===== config.mk =====
export PLATFORM = sky130hd
export DESIGN_NAME = ahblite_decoder_mux
export DESIGN_NICKNAME = d
export VERILOG_FILES = /design/src/rtl/ahb_dec_pkg.sv /design/src/rtl/ahb_default_slave.sv /design/src/rtl/ahblite_decoder_mux.sv
export SDC_FILE = /design/constraint.sdc
export NUM_CORES = 1
export LEC_CHECK = 0
export ABC_AREA = 1
export ABC_CLOCK_PERIOD_IN_PS = 1370
export CORE_ASPECT_RATIO = 0.5
export CORE_MARGIN = 3
export CORE_UTILIZATION = 19
export DETAILED_ROUTE_END_ITERATION = 12
export HOLD_SLACK_MARGIN = 0.06
export PLACE_DENSITY_LB_ADDON = 0.12
export SYNTH_ARGS = -nofsm -noshare
export SYNTH_HDL_FRONTEND = slang
export SYNTH_SLANG_ARGS = --single-unit

===== constraint.sdc =====
create_clock -name HCLK -period 1.37 [get_ports HCLK]
set_clock_uncertainty 0.15 [all_clocks]
set_input_delay 0.411 -clock HCLK [delete_from_list [all_inputs] [get_ports HCLK]]
set_output_delay 0.411 -clock HCLK [all_outputs]
set_load 0.03 [all_outputs]

===== src/rtl/ahb_dec_pkg.sv =====
// rtl/ahb_dec_pkg.sv - shared AHB-Lite codes and default-slave state type for the decoder/mux
package ahb_dec_pkg;

    localparam int MAX_PORTS = 8;

    typedef enum logic [1:0] {
        HTRANS_IDLE   = 2'b00,
        HTRANS_BUSY   = 2'b01,
        HTRANS_NONSEQ = 2'b10,
        HTRANS_SEQ    = 2'b11
    } htrans_e;

    typedef enum logic {
        HRESP_OKAY  = 1'b0,
        HRESP_ERROR = 1'b1
    } hresp_e;

    typedef enum logic [1:0] {
        ST_IDLE = 2'd0,
        ST_ERR1 = 2'd1,
        ST_ERR2 = 2'd2
    } dflt_state_e;

    function automatic logic is_active(input logic [1:0] htrans);
        return (htrans == HTRANS_NONSEQ) || (htrans == HTRANS_SEQ);
    endfunction

endpackage


===== src/rtl/ahb_default_slave.sv =====
// rtl/ahb_default_slave.sv - two-cycle ERROR responder for unmapped transfers; error log under AHB_DECODER_ERRLOG_EN
module ahb_default_slave
    import ahb_dec_pkg::*;
(
    input  logic        clk,
    input  logic        resetn,
    input  logic        load_default,
`ifdef AHB_DECODER_ERRLOG_EN
    input  logic [31:0] haddr,
    input  logic        err_clr,
    output logic [31:0] err_addr,
    output logic [15:0] err_cnt,
`endif
    output logic        dflt_hready,
    output logic        dflt_hresp
);

    dflt_state_e state_q;
    logic        hready_q;
    logic        hresp_q;

    always_ff @(posedge clk) begin
        if (!resetn) begin
            state_q  <= ST_IDLE;
            hready_q <= 1'b1;
            hresp_q  <= HRESP_OKAY;
        end else begin
            case (state_q)
                ST_IDLE: begin
                    if (load_default) begin
                        state_q  <= ST_ERR1;
                        hready_q <= 1'b0;
                        hresp_q  <= HRESP_ERROR;
                    end
                end
                ST_ERR1: begin
                    state_q  <= ST_ERR2;
                    hready_q <= 1'b1;
                    hresp_q  <= HRESP_ERROR;
                end
                ST_ERR2: begin
                    // A held unmapped address phase is captured on this edge
                    if (load_default) begin
                        state_q  <= ST_ERR1;
                        hready_q <= 1'b0;
                        hresp_q  <= HRESP_ERROR;
                    end else begin
                        state_q  <= ST_IDLE;
                        hready_q <= 1'b1;
                        hresp_q  <= HRESP_OKAY;
                    end
                end
                default: begin
                    state_q  <= ST_IDLE;
                    hready_q <= 1'b1;
                    hresp_q  <= HRESP_OKAY;
                end
            endcase
        end
    end

    assign dflt_hready = hready_q;
    assign dflt_hresp  = hresp_q;

`ifdef AHB_DECODER_ERRLOG_EN
    logic [31:0] err_addr_q, err_addr_d;
    logic [15:0] err_cnt_q, err_cnt_d;

    always_comb begin
        err_addr_d = err_addr_q;
        err_cnt_d  = err_cnt_q;
        if (err_clr) begin
            err_addr_d = '0;
            err_cnt_d  = '0;
        end else if (load_default) begin
            err_addr_d = haddr;
            if (err_cnt_q != 16'hFFFF) begin
                err_cnt_d = err_cnt_q + 16'd1;
            end
        end
    end

    always_ff @(posedge clk) begin
        if (!resetn) begin
            err_addr_q <= '0;
            err_cnt_q  <= '0;
        end else begin
            err_addr_q <= err_addr_d;
            err_cnt_q  <= err_cnt_d;
        end
    end

    assign err_addr = err_addr_q;
    assign err_cnt  = err_cnt_q;
`endif

endmodule


===== src/rtl/ahblite_decoder_mux.sv =====
// rtl/ahblite_decoder_mux.sv - AHB-Lite address decoder and slave response mux; optional error log via AHB_DECODER_ERRLOG_EN
module ahblite_decoder_mux
    import ahb_dec_pkg::*;
#(
    parameter int                      NUM_PORTS = 4,
    parameter logic [32*NUM_PORTS-1:0] PORT_BASE = {32'h4000_0010, 32'h0, 32'h2000_0000, 32'h0},
    parameter logic [32*NUM_PORTS-1:0] PORT_MASK = {32'hFFFF_FFF0, 32'h0, 32'hFFFF_0000, 32'hFFFF_0000},
    parameter logic [NUM_PORTS-1:0]    PORT_EN   = 4'b1011
) (
    input  logic                      HCLK,
    input  logic                      HRESETn,
    input  logic [31:0]               HADDR,
    input  logic [1:0]                HTRANS,
    output logic [NUM_PORTS-1:0]      HSEL,
    output logic                      HREADY,
    output logic [31:0]               HRDATA,
    output logic                      HRESP,
`ifdef AHB_DECODER_ERRLOG_EN
    output logic [31:0]               ERR_ADDR,
    output logic [15:0]               ERR_CNT,
    input  logic                      ERR_CLR,
`endif
    input  logic [NUM_PORTS-1:0]      HREADYOUT_S,
    input  logic [32*NUM_PORTS-1:0]   HRDATA_S,
    input  logic [NUM_PORTS-1:0]      HRESP_S
);

    // sel_q is one-hot: ports in the low bits, then DEFAULT, then NONE
    localparam int               SEL_W    = NUM_PORTS + 2;
    localparam int               DEF_IDX  = NUM_PORTS;
    localparam int               NONE_IDX = NUM_PORTS + 1;
    localparam logic [SEL_W-1:0] SEL_NONE = {1'b1, {(SEL_W-1){1'b0}}};

    logic [NUM_PORTS-1:0] match;
    logic [NUM_PORTS-1:0] hsel;
    logic                 any_match;
    logic                 active;
    logic                 load_default;
    logic                 dflt_hready;
    logic                 dflt_hresp;
    logic [SEL_W-1:0]     sel_d, sel_q;

    always_comb begin
        match = '0;
        for (int i = 0; i < NUM_PORTS; i++) begin
            match[i] = PORT_EN[i] &&
                       ((HADDR & PORT_MASK[32*i +: 32]) == PORT_BASE[32*i +: 32]);
        end
    end

    // Walk downwards so the lowest matching index is the last one written
    always_comb begin
        hsel = '0;
        for (int i = NUM_PORTS - 1; i >= 0; i--) begin
            if (match[i]) begin
                hsel    = '0;
                hsel[i] = 1'b1;
            end
        end
    end

    assign HSEL         = hsel;
    assign any_match    = |match;
    assign active       = is_active(HTRANS);
    assign load_default = HREADY && !any_match && active;

    always_comb begin
        sel_d = sel_q;
        if (HREADY) begin
            sel_d = '0;
            if (any_match) begin
                sel_d[NUM_PORTS-1:0] = hsel;
            end else if (active) begin
                sel_d[DEF_IDX] = 1'b1;
            end else begin
                sel_d[NONE_IDX] = 1'b1;
            end
        end
    end

    always_ff @(posedge HCLK) begin
        if (!HRESETn) begin
            sel_q <= SEL_NONE;
        end else begin
            sel_q <= sel_d;
        end
    end

    always_comb begin
        HREADY = 1'b1;
        HRESP  = HRESP_OKAY;
        HRDATA = '0;
        for (int i = 0; i < NUM_PORTS; i++) begin
            if (sel_q[i]) begin
                HREADY = HREADYOUT_S[i];
                HRESP  = HRESP_S[i];
                HRDATA = HRDATA_S[32*i +: 32];
            end
        end
        if (sel_q[DEF_IDX]) begin
            HREADY = dflt_hready;
            HRESP  = dflt_hresp;
        end
    end

    ahb_default_slave u_default_slave (
        .clk          (HCLK),
        .resetn       (HRESETn),
        .load_default (load_default),
`ifdef AHB_DECODER_ERRLOG_EN
        .haddr        (HADDR),
        .err_clr      (ERR_CLR),
        .err_addr     (ERR_ADDR),
        .err_cnt      (ERR_CNT),
`endif
        .dflt_hready  (dflt_hready),
        .dflt_hresp   (dflt_hresp)
    );

endmodule

After elaboration in Yosys (flattened, before gate mapping)
Index checks and enable logic that the tools add are counted.
- input bits: 172
- word-level logic and storage cells: 47
- register bits: 9
- reductions and logical operators: 7
- eq/ne operators: 7
- muxes and demuxes: 29
- operators with widths (operator ; count):
    32-bit 2-to-1 mux ; 4
    32-bit logical NOT ; 1
    28-bit by 27-bit equality test with 1-bit output (second input constant) ; 1
    1-bit 2-to-1 mux ; 17
    16-bit by 14-bit equality test with 1-bit output (second input constant) ; 1
    4-bit 2-to-1 mux ; 4
    2-bit equality test (second input constant) ; 3
    2-bit one-hot mux with 3 select lines ; 1
    1-bit one-hot mux with 3 select lines ; 1
    3-bit OR reduction ; 1
    2-bit by 1-bit equality test with 1-bit output (second input constant) ; 1
    1-bit logical AND ; 2
    2-bit logical NOT ; 1
    2-bit 2-to-1 mux ; 1
    2-bit != test (second input constant) ; 1
    1-bit one-hot mux with 2 select lines ; 1
    1-bit logical NOT ; 1
    1-bit logical OR ; 1

Longest topological paths before layout
- word-level depth: 9
- mapped depth: 11
- depth with buffers taken out: 11

Modules after synthesis
From an unflattened synthesis, not the netlist that was laid out.
- cell total of the unflattened synthesis: 214
- area total of the unflattened synthesis: 1184.9 sq um
- modules (own cells, without submodules) (module ; area each (sq um) ; cells an instance ; instances ; sequential area each (sq um)):
    ahblite_decoder_mux ; 1044.8 ; 197 ; 1 ; 80.1
    ahb_default_slave ; 140.1 ; 17 ; 1 ; 80.1

Worst setup path before layout
No wires, ideal clock.
- kind: register -> output
- start point: reg sel_q[1]
- end point: out HRDATA[0]
- path slack: -0.663 ns
- path buffers: 2
- data arrival time: 1.472 ns
- cell stages (with the launch flop): 6
- path through: dfxtp_1 buf_6 nor2_4 buf_4 a22oi_1 o21ai_0
- word-level cells in the longest chain between the ends: 3
- RTL lines (item ; line ; text):
    start, declared ; ahblite_decoder_mux.sv:41 ; logic [SEL_W-1:0] sel_d, sel_q;
    start signal, assigned ; ahblite_decoder_mux.sv:85 ; sel_q <= sel_d;
    32-bit 2-to-1 mux (3 in series) ; ahblite_decoder_mux.sv:94 ; if (sel_q[i]) begin
    end, declared ; ahblite_decoder_mux.sv:16 ; output logic [31:0] HRDATA,
Every way passes these cells.

Final worst setup path
- start point: reg sel_q[0]
- end point: out HRDATA[10]
- word-level cells in the longest chain between the ends: 4
- RTL lines (item ; line):
    32-bit 2-to-1 mux (4 in series) ; ahblite_decoder_mux.sv:94
Every way passes these cells.

==> results.txt <==
Avg Cell Area, Syn - 5.627 um^2
Die Width - 116.2 um
critical path class - reg -> out
fill count - 507
worst hold margin - 299.3 ps
slowest stage cell, crit path - dfxtp_2
Yosys top cell area share - 20.82%
Boundary Pins - 210
Slew Limit Fails - 0
CTS tree - yes
num rows - 19
fin util - 61.99%
Initial Util - 20.30%
leakage - 0.001436 uW
Final Setup Violations - 44
vias in the first global route - 2031
Die Area - 7100 um^2
Worst Setup SP - sel_q[0]
worst hold path startpoint - u_default_slave.state_q[0]
distinct cell type count after synthesis - 21
GP Congestion - 0.7501
total power draw - 6851 uW
Worst EP required - 810 ps
Detail Route Antenna Nets - 0
Skew-Pair Late Insertion Delay - 230 ps
fin nets - 562
worst min path class - reg -> reg
clk sinks - 8
CTS Hold Bufs - 0
Peak VDD IR - 0.6358 mV
via/cell ratio - 4.649
Yosys Warn Count - 0
layout cells sized above 1 - 46.91%
Die Span Y - 61.10 um
initial antenna violation count - 0
failing checks - setup timing
ratio of final minimum period to clock period - 139.4%
core footprint - 5682 um^2
CP top delay family - buffers and inverters
Cells after Synth - 205
Pre-Repair DR Iteration Count - 4
Area contributors post-synth - a22oi_1 (21%), nand2_1 (18%), o21ai_0 (14%)
# DRC - 0
outcome - complete, but fails checks
Reg2Reg Launch Point - sel_q[1]
type of destination of the critical path - output port
Tmin final - 1910 ps
largest stage delay on the critical path - 320 ps
cell-by-cell trace of the critical path - inv_2 > nor2_4 > buf_12 > clkbuf_16 > a22oi_1 > o21ai_2 > buf_6
area used by multi-input combinational logic - 1157 um^2
HPWL after DPL - 4.723 mm
final wirelength - 6.226 mm
power per cell area - 1945 nW/um^2
synthesized net count - 377
Critical Path AT - 1350 ps
clk root buf - clkbuf_16
Max Freq - 0.5235 GHz
register area - 168.9 um^2
TritonCTS Buffers - 3
RSZ-0062 raised after global routing - yes
Clock Pin Slew Worst Setup and Hold Paths - 40 ps
worst-path maximum fanout - 9
Seq/Total Area, Yosys - 13.88%
max_cap viols - 0
first-pass GRT wire length - 8.756 mm
area leader, netlist - a22oi_1
vias - 2143
Final Hold Fails - 0
CTS Buffer Depth - 2
Synth-to-Final Area Change - 205.3%
H-tree depth - 1
CP Launch Type - flip-flop
ANT cells - 0
WL per Instance - 13.51 um
mapped cell area - 1154 um^2
Synth Register Bits - 8
setup ws final - -540.4 ps
1st-iter DRT viols - 43
largest net degree at the start of global routing - 32
GRT overflow - 0
Overall Global Routing Usage - 14.83%
PortBufs - 169
CP bufs+invs - 4
final timing paths:
path / cells after the start / endpoint / slack (ps)
setup / recovery: 7 / HRDATA[10] / -540
hold / removal: 2 / u_default_slave.state_q[1] / 300
setup reg to reg: 13 / u_default_slave.dflt_hready / -230
hold reg to reg: 2 / u_default_slave.state_q[1] / 300
synth_stat cells:
cell	instances
nand2_1	54
o21ai_0	33
a22oi_1	32
nor2_1	23
inv_1	13
dfxtp_1	8
o21ai_1	6
buf_2	5
clkbuf_1	5
a21oi_1	4
buf_4	4
inv_2	3
nand3_1	3
nand2_2	2
nand3_2	2
nor2_2	2
nor2_4	2
and3_1	1
buf_6	1
conb_1	1
nand2_4	1
metrics by stage:
stage	setup WS [ps]	instance area [um^2]	instances	setup TNS, ps
detailed placement	-748.5	3107	448	-21530
global route	-605.3	3522	461	-22790
CTS	-523.7	3361	457	-19590
floorplan	-279.0	1338	205	-9530
finish	-540.4	3522	461	-19720
global placement	-739.4	3107	448	-21000
routing by layer:
| metal | GRT usage (%) | share of wire (%) | vias to the layer above |
|---|---|---|---|
| li1 | - | - | 1077 |
| met1 | 16.12 | 37 | 985 |
| met2 | 31.15 | 55 | 74 |
| met3 | 2.552 | 7.1 | 7 |
| met4 | 2.479 | 1.1 | 0 |
| met5 | 0 | 0 | - |
where the power goes:
group	total, uW	internal [uW]	switching, uW
Clock	492	376	115
Sequential	449	339	110
Combinational	5910	2790	3120
repair_timing:
action | 4_1_cts | 5_1_grt
buffers inserted | 6 | 2
pin swaps | 39 | 26
cloned | 0 | 2
endpoints found under the setup margin | 44 | 44
resized for setup | 142 | 50
endpoints found under the hold margin | 0 | 0
area by class of cell:
type	instances	area share, %
clock buffer	3	2.131
inverter	16	1.776
sequential	8	4.796
timing repair buffer	195	55.84
multi-input combinational	166	32.86
tap	73	2.593
placed cells by master, fill, tap and decap left out, types with 2 or more instances in the layout:
cell type        synthesis  routed
inv_2                    3       6
clkbuf_2                 0      11
clkbuf_16                0       5
dfxtp_4                  0       2
inv_1                   13       9
dfxtp_1                  8       5
a22oi_1                 32      19
buf_6                    1      47
nor2_1                  23      14
a21oi_1                  4       3
dlygate4sd2_1            0       5
o21ai_0                 33       2
nor2_4                   2       9
buf_4                    4      15
nand2_1                 54      47
clkdlybuf4s50_1          0      99
a22oi_2                  0      13
o21ai_2                  0      36
nor2_2                   2       4
buf_12                   0       7
nand3_2                  2       2
nand2_2                  2       9
buf_2                    5       9
nand3_4                  0       2
logic make-up after synthesis:
family	Yosys count	share of synthesized area [%]
compound gates	75	39.48
buf+inv	31	12.58
other cells	1	0.3251
flops	8	13.88
simple gates	90	33.73
state kept, by name, indices dropped and copies added (netlist names):
name                         flops
sel_q                            4
u_default_slave.state_q          2
u_default_slave.dflt_hready      1
u_default_slave.dflt_hresp       1
worst register-to-register path, stage by stage (launching register included):
cell,delay [ps]
dfxtp_4,360
buf_12,150
inv_2,60
nand2_2,40
nand3_2,70
nand2_2,80
nand2_4,80
buf_6,90
buf_6,100
nand2_2,50
inv_2,80
nand3_4,80
nand2_1,70
inv_1,30
Note: power is estimated with default switching activity, not from simulation.
